[config.mk]
export PLATFORM = sky130hd
export DESIGN_NAME = acorn_decryption_flat
export DESIGN_NICKNAME = d
export VERILOG_FILES = /design/src/rtl/acorn_decryption_if.sv /design/src/rtl/acorn_decryption.sv /design/src/flat_wrapper.sv
export SDC_FILE = /design/constraint.sdc
export NUM_CORES = 2
export LEC_CHECK = 0
export BUFFER_PORTS_ARGS = -buffer_cell sky130_fd_sc_hd__clkbuf_2
export CORE_AREA = 2 2 330 332
export DETAILED_ROUTE_END_ITERATION = 7
export DIE_AREA = 0 0 332 334
export PLACE_DENSITY_LB_ADDON = 0.3
export SLEW_MARGIN = 20
export SYNTH_ARGS = -nofsm -noshare
export SYNTH_HDL_FRONTEND = slang
export SYNTH_SLANG_ARGS = --single-unit
[constraint.sdc]
create_clock -name clk -period 3.5 [get_ports clk]
set_input_delay 0.525 -clock clk [delete_from_list [all_inputs] [get_ports clk]]
set_output_delay 0.525 -clock clk [all_outputs]
set_load 0.01 [all_outputs]
[src/rtl/acorn_decryption_if.sv]
// Handshake and data bundle for the bit-serial ACORN-128 decryption core.
// The master side issues start with a state/ciphertext pair; the slave side reports busy/done and results.
interface acorn_decryption_if #(
  parameter int MSG_BITS = 128
);
  logic                start;
  logic [292:0]        state_in;
  logic [MSG_BITS-1:0] ciphertext_in;
  logic                busy;
  logic                done;
  logic [MSG_BITS-1:0] plaintext_out;
  logic [292:0]        state_out;

  modport master (
    output start, state_in, ciphertext_in,
    input  busy, done, plaintext_out, state_out
  );

  modport slave (
    input  start, state_in, ciphertext_in,
    output busy, done, plaintext_out, state_out
  );
endinterface

[src/rtl/acorn_decryption.sv]
// Bit-serial ACORN-128 decryption: one StateUpdate128 step per clock, p = c ^ ks fed back into the state.
// Build option ACORN_DEC_PAD_EN adds the 256 padding steps after the message; without it state_out is the post-message state.
module acorn_decryption #(
  parameter int MSG_BITS = 128
`ifdef ACORN_DEC_PAD_EN
  , parameter int PAD_BITS  = 256,
  parameter int CA_PAD_ON = 128
`endif
) (
  input logic               clk,
  input logic               rst_n,
  acorn_decryption_if.slave bus
);

  localparam int IW = $clog2(MSG_BITS);
`ifdef ACORN_DEC_PAD_EN
  localparam logic [8:0] MSG_END = 9'(MSG_BITS);
  localparam logic [8:0] CA_END  = 9'(MSG_BITS + CA_PAD_ON);
  localparam logic [8:0] LAST    = 9'(MSG_BITS + PAD_BITS - 1);
`else
  localparam logic [8:0] LAST    = 9'(MSG_BITS - 1);
`endif

  typedef enum logic [1:0] {IDLE, RUN, DONE} fsm_e;

  fsm_e                fsm_q;
  logic [8:0]          cnt_q;
  logic [292:0]        st_q, st_d;
  logic [MSG_BITS-1:0] ct_q, pt_q;
  logic [292:0]        so_q;
  logic                busy_q, done_q;

  logic [292:0]        s;
  logic [IW-1:0]       idx;
  logic                ks, m, ca, f, is_msg;

  function automatic logic maj(input logic x, input logic y, input logic z);
    return (x & y) ^ (x & z) ^ (y & z);
  endfunction

  function automatic logic ch(input logic x, input logic y, input logic z);
    return (x & y) ^ (~x & z);
  endfunction

  // Step datapath: in-place LFSR taps (order matters), keystream, then shift in f ^ m.
  always_comb begin
    s      = st_q;
    s[289] = s[289] ^ s[235] ^ s[230];
    s[230] = s[230] ^ s[196] ^ s[193];
    s[193] = s[193] ^ s[160] ^ s[154];
    s[154] = s[154] ^ s[111] ^ s[107];
    s[107] = s[107] ^ s[66]  ^ s[61];
    s[61]  = s[61]  ^ s[23]  ^ s[0];
    ks     = s[12] ^ s[154] ^ maj(s[235], s[61], s[193]) ^ ch(s[230], s[111], s[66]);
    idx    = cnt_q[IW-1:0];
`ifdef ACORN_DEC_PAD_EN
    is_msg = (cnt_q < MSG_END);
    ca     = is_msg || (cnt_q < CA_END);
    m      = is_msg ? (ct_q[idx] ^ ks) : (cnt_q == MSG_END);
`else
    is_msg = 1'b1;
    ca     = 1'b1;
    m      = ct_q[idx] ^ ks;
`endif
    // cb is zero for every decryption and padding step, so the cb&ks term drops out.
    f      = s[0] ^ ~s[107] ^ maj(s[244], s[23], s[160]) ^ (ca & s[196]);
    st_d   = {f ^ m, s[292:1]};
  end

  always_ff @(posedge clk or negedge rst_n) begin
    if (!rst_n) begin
      fsm_q  <= IDLE;
      cnt_q  <= '0;
      st_q   <= '0;
      ct_q   <= '0;
      pt_q   <= '0;
      so_q   <= '0;
      busy_q <= 1'b0;
      done_q <= 1'b0;
    end else begin
      done_q <= 1'b0;
      unique case (fsm_q)
        IDLE: begin
          if (bus.start) begin
            st_q   <= bus.state_in;
            ct_q   <= bus.ciphertext_in;
            cnt_q  <= '0;
            busy_q <= 1'b1;
            fsm_q  <= RUN;
          end
        end
        RUN: begin
          st_q  <= st_d;
          cnt_q <= cnt_q + 9'd1;
          if (is_msg) pt_q[idx] <= m;
          if (cnt_q == LAST) fsm_q <= DONE;
        end
        DONE: begin
          done_q <= 1'b1;
          busy_q <= 1'b0;
          so_q   <= st_q;
          fsm_q  <= IDLE;
        end
        default: fsm_q <= IDLE;
      endcase
    end
  end

  assign bus.busy          = busy_q;
  assign bus.done          = done_q;
  assign bus.plaintext_out = pt_q;
  assign bus.state_out     = so_q;

endmodule

[src/flat_wrapper.sv]
// flat-port wrapper written by rule: the top's interface ports become plain ports
module acorn_decryption_flat 
#(
  parameter int MSG_BITS = 128

)
  (clk, rst_n, bus_start, bus_state_in, bus_ciphertext_in, bus_busy, bus_done, bus_plaintext_out, bus_state_out);
  acorn_decryption_if #(.MSG_BITS(MSG_BITS)) bus_i ();
  input logic clk;
  input logic rst_n;
  input wire logic [$bits(bus_i.start)-1:0] bus_start;
  input wire logic [$bits(bus_i.state_in)-1:0] bus_state_in;
  input wire logic [$bits(bus_i.ciphertext_in)-1:0] bus_ciphertext_in;
  output wire logic [$bits(bus_i.busy)-1:0] bus_busy;
  output wire logic [$bits(bus_i.done)-1:0] bus_done;
  output wire logic [$bits(bus_i.plaintext_out)-1:0] bus_plaintext_out;
  output wire logic [$bits(bus_i.state_out)-1:0] bus_state_out;
  assign bus_i.start = bus_start;
  assign bus_i.state_in = bus_state_in;
  assign bus_i.ciphertext_in = bus_ciphertext_in;
  assign bus_busy = bus_i.busy;
  assign bus_done = bus_i.done;
  assign bus_plaintext_out = bus_i.plaintext_out;
  assign bus_state_out = bus_i.state_out;
  acorn_decryption #(.MSG_BITS(MSG_BITS)) u_core (.clk(clk), .rst_n(rst_n), .bus(bus_i));
endmodule
==> key figures <==
Outcome
  – Status: finished clean

Floorplanning
  – X dimension of the die: 332 µm
  – Number of top-level pins: 847
  – Area of the die: 111000 µm²
  – Vertical extent of the die: 334 µm
  – Placement row count: 121
  – Initial core utilization: 33.0%
  – Core area: 108000 µm²

Synth
  – Predominant post-synthesis flop cell: sky130_fd_sc_hd__dfrtp_1
  – Netlist area before placement: 35600 µm²
  – Async S/R FF share, synth: 100%
  – Fraction of synthesized area in multiplexers: 2.69%
  – Share of the synthesized netlist area taken by xor and xnor gates: 0.587%
  – Unique masters post-synth: 48
  – Area fraction in compound gates after synthesis: 12.6%
  – Synthesized instance count: 3678
  – Post-Syn Area per Cell: 9.68 µm²
  – Dominant combinational cell family by area after synthesis: simple AND/OR/NAND/NOR gates
  – Area share of and/or/nand/nor cells after synthesis: 20.5%
  – Seq cells post-synth: 855
  – Post-synthesis share of cell area spent on full adders, half adders and majority gates: 0.0914%
  – Sequential fraction of the synthesis area: 60.1%
  – Count of yosys warnings during synthesis: 0
  – Syn Nets: 4103
  – Post-synth EDFFs: 0

Setup path
  – Worst Reg2Reg Path Length in Cells: 10
  – Startpoint type of the worst setup path: flip-flop
  – Data arrival time of the worst path: 3.92 ns
  – Beginning of the worst register-to-register path: u_core.cnt_q[0]
  – Register-to-register path setup slack: 0.09 ns
  – Critical path capture point type: flip-flop
  – Crit. Startpoint: u_core.cnt_q[0]
  – Reg2Reg Capture Point: u_core.bus.plaintext_out[117]
  – Category of the most critical setup path: reg2reg
  – Crit Path Max Fanout: 114
  – Data required time of the worst path: 4.02 ns

Hold path
  – Worst Hold End: u_core.ct_q[40]
  – Classification of the worst-slack hold path: in2reg
  – Worst Hold Depth: 3
  – Hold path startpoint: bus_ciphertext_in[40]

Final layout
  – Register cell area after layout: 21400 µm²
  – Multi-input logic area: 13000 µm²
  – Most common cell after layout, fill and taps aside: sky130_fd_sc_hd__nand2_1
  – Share of cells above drive strength 1: 27.0%
  – Fill cell total of the finished layout: 10700
  – Layout overhead on the synthesized area: 25.9%
  – Finished Cell Area: 44800 µm²
  – Commonest cells after routing, fill and taps aside: 1867 x sky130_fd_sc_hd__nand2_1, 854 x sky130_fd_sc_hd__dfrtp_1, 845 x sky130_fd_sc_hd__clkbuf_2
  – Post-layout nets: 4873
  – Final standard cell count with taps included and fillers excluded: 5955

Drt
  – Average wire length per cell after detail routing: 20.5 µm
  – Total number of vias: 29100
  – Total iterations of the first detailed-routing run: 6
  – Antenna-violating nets left: 0
  – Drt drc: 0
  – Routed WL: 122000 µm
  – First DRT Iteration DRCs: 2454
  – Avg Vias per Cell: 4.89

STA
  – Total count of hold-check failures in the final report: 0
  – Tightest Pin Transition: 0.983 ns
  – Post-route clock period utilization: 97.4%
  – Worst slew margin relative to its limit: 34.5%
  – Min Tclk post-route: 3.41 ns
  – Setup repair after global routing missed its margin: true
  – Worst clock skew: 0.0183 ns
  – Min setup slack post-route: 0.0915 ns
  – Finish-stage setup viols: 0
  – Maximum clock rate: 0.293 GHz
  – Final Max Slew Viols: 0
  – Setup total negative slack: 0 ns

Clock tree
  – TritonCTS sink count: 855
  – Num CTS Buffers: 97
  – Clk slew on worst S/H paths: 0.06 ns
  – Clock tree from TritonCTS: done
  – Worst-case clock buffer depth: 3
  – Buffers inserted by post-CTS timing repair: 0
  – Clock latency on the worst-skew pair: 0.68 ns
  – CTS Root Cell: sky130_fd_sc_hd__clkbuf_16
  – Htree depth: 3

Placed design
  – Area after detailed placement: 41400 µm²
  – Placer congestion estimate: 0.854
  – Number of port buffers: 846
  – HPWL after detailed placement: 84900 µm
  – Cells after DPL: 5754
  – Worst Setup Slack post-DPL: 0.0922 ns

Power
  – Static Leak: 23.5 nW
  – Overall power: 26.6 mW
  – Power density cells: 594 nW/µm²
  – Max VDD drop: 1.44 mV

Global routing
  – Global-route usage over all layers: 21.5%
  – Vias in the first global route: 28800
  – Overall overflow remaining after global route: 0
  – Global-route wire length before repair: 183000 µm
  – Initial antenna violation count: 19
  – Largest net degree at the start of global routing: 149

Job
  – Max-cap check violation count: 0
-- metrics by stage --
| step | utilization (%) | hold WS [ns] |
|---|---|---|
| after detailed placement | 38.4 | 0.455 |
| after CTS | 41.6 | 0.000638 |
| final | 41.6 | 0.0505 |
| after global placement | 38.4 | 0.452 |
| after global routing | 41.6 | 0.0175 |
| after floorplan | - | 0.229 |
-- cell families after synthesis --
logic type      count (synthesis)
simple gates                 1913
buf+inv                       264
xor+xnor                       19
flops                         855
mux                            51
fa+ha+maj                       3
compound gates                573
-- cells in the mapped netlist (5+ instances only) --
| cell | instances | area share (%) |
|---|---|---|
| sky130_fd_sc_hd__mux4_1 | 13 | 0.96 |
| sky130_fd_sc_hd__clkbuf_1 | 213 | 2.2 |
| sky130_fd_sc_hd__buf_12 | 11 | 0.62 |
| sky130_fd_sc_hd__nand2_1 | 1868 | 20 |
| sky130_fd_sc_hd__nand2b_1 | 5 | 0.088 |
| sky130_fd_sc_hd__o31ai_1 | 21 | 0.44 |
| sky130_fd_sc_hd__mux2i_1 | 19 | 0.53 |
| sky130_fd_sc_hd__dfrtp_1 | 855 | 60 |
| sky130_fd_sc_hd__nor2b_1 | 6 | 0.11 |
| sky130_fd_sc_hd__mux4_2 | 19 | 1.2 |
| sky130_fd_sc_hd__a22oi_1 | 292 | 6.2 |
| sky130_fd_sc_hd__o22ai_1 | 6 | 0.11 |
| sky130_fd_sc_hd__buf_1 | 24 | 0.25 |
| sky130_fd_sc_hd__nor2_1 | 9 | 0.095 |
| sky130_fd_sc_hd__buf_6 | 6 | 0.19 |
| sky130_fd_sc_hd__xnor2_1 | 11 | 0.27 |
| sky130_fd_sc_hd__o31ai_2 | 107 | 3.8 |
| sky130_fd_sc_hd__nand3_1 | 10 | 0.14 |
| sky130_fd_sc_hd__buf_2 | 5 | 0.070 |
| sky130_fd_sc_hd__o21ai_0 | 140 | 2.0 |
-- sequential cells by signal, summed over array words and instances, names as in the netlist --
register	cells
u_core.ct_q	128
u_core.fsm_q	2
u_core.st_q	293
u_core.bus.state_out	293
u_core.bus.busy	1
u_core.cnt_q	9
u_core.bus.done	1
u_core.bus.plaintext_out	128
-- how the worst max path moves through the flow --
stage	cells after the start	to	slack, ns
floorplan	11	u_core.bus.plaintext_out[123]	0.93
finish	10	u_core.bus.plaintext_out[117]	0.09
detailed placement	10	u_core.bus.plaintext_out[117]	0.09
global placement	10	u_core.bus.plaintext_out[109]	0.07
CTS	10	u_core.bus.plaintext_out[117]	0.09
global route	9	u_core.bus.plaintext_out[115]	-0.04
-- critical path: stages (launching register included) --
cell	delay, ns
sky130_fd_sc_hd__dfrtp_2	0.38
sky130_fd_sc_hd__buf_12	0.24
sky130_fd_sc_hd__mux4_2	0.55
sky130_fd_sc_hd__mux2i_1	0.27
sky130_fd_sc_hd__o22ai_1	0.15
sky130_fd_sc_hd__nor3_1	0.23
sky130_fd_sc_hd__buf_4	0.16
sky130_fd_sc_hd__nor4_4	0.06
sky130_fd_sc_hd__xnor2_4	0.34
sky130_fd_sc_hd__buf_16	0.49
sky130_fd_sc_hd__o31ai_1	0.19
-- routing by layer --
metal	global-route usage, %	up-vias	wire length (µm)
li1	-	13700	-
met1	27.9	14300	51200
met2	34.1	887	57600
met3	5.06	243	7350
met4	10.2	6	5740
met5	0	-	34
-- area by class of cell --
class	instances	share of cell area, %
Sequential cell	855	47.7
Multi-Input combinational cell	2559	29.0
Timing Repair Buffer	933	11.8
Clock buffer	141	6.43
Tap cell	1414	3.94
Clock inverter	34	0.971
Antenna cell	17	0.0949
Inverter	2	0.0335
-- what timing repair did --
item,in CTS,in global routing
resized for setup,0,1
endpoints found under the hold margin,58,0
hold buffers,9,0
endpoints found under the setup margin,0,86
-- power breakdown --
| group | leakage [nW] | switching (mW) | internal (mW) | total [mW] |
|---|---|---|---|---|
| clock | 1.65 | 4.25 | 6.30 | 10.5 |
| sequential | 11.1 | 1.00 | 11.1 | 12.1 |
| combinational | 10.8 | 2.49 | 1.52 | 4.00 |
| total | 23.5 | 7.74 | 18.9 | 26.6 |
No activity file was read; power rests on OpenSTA's default activity.
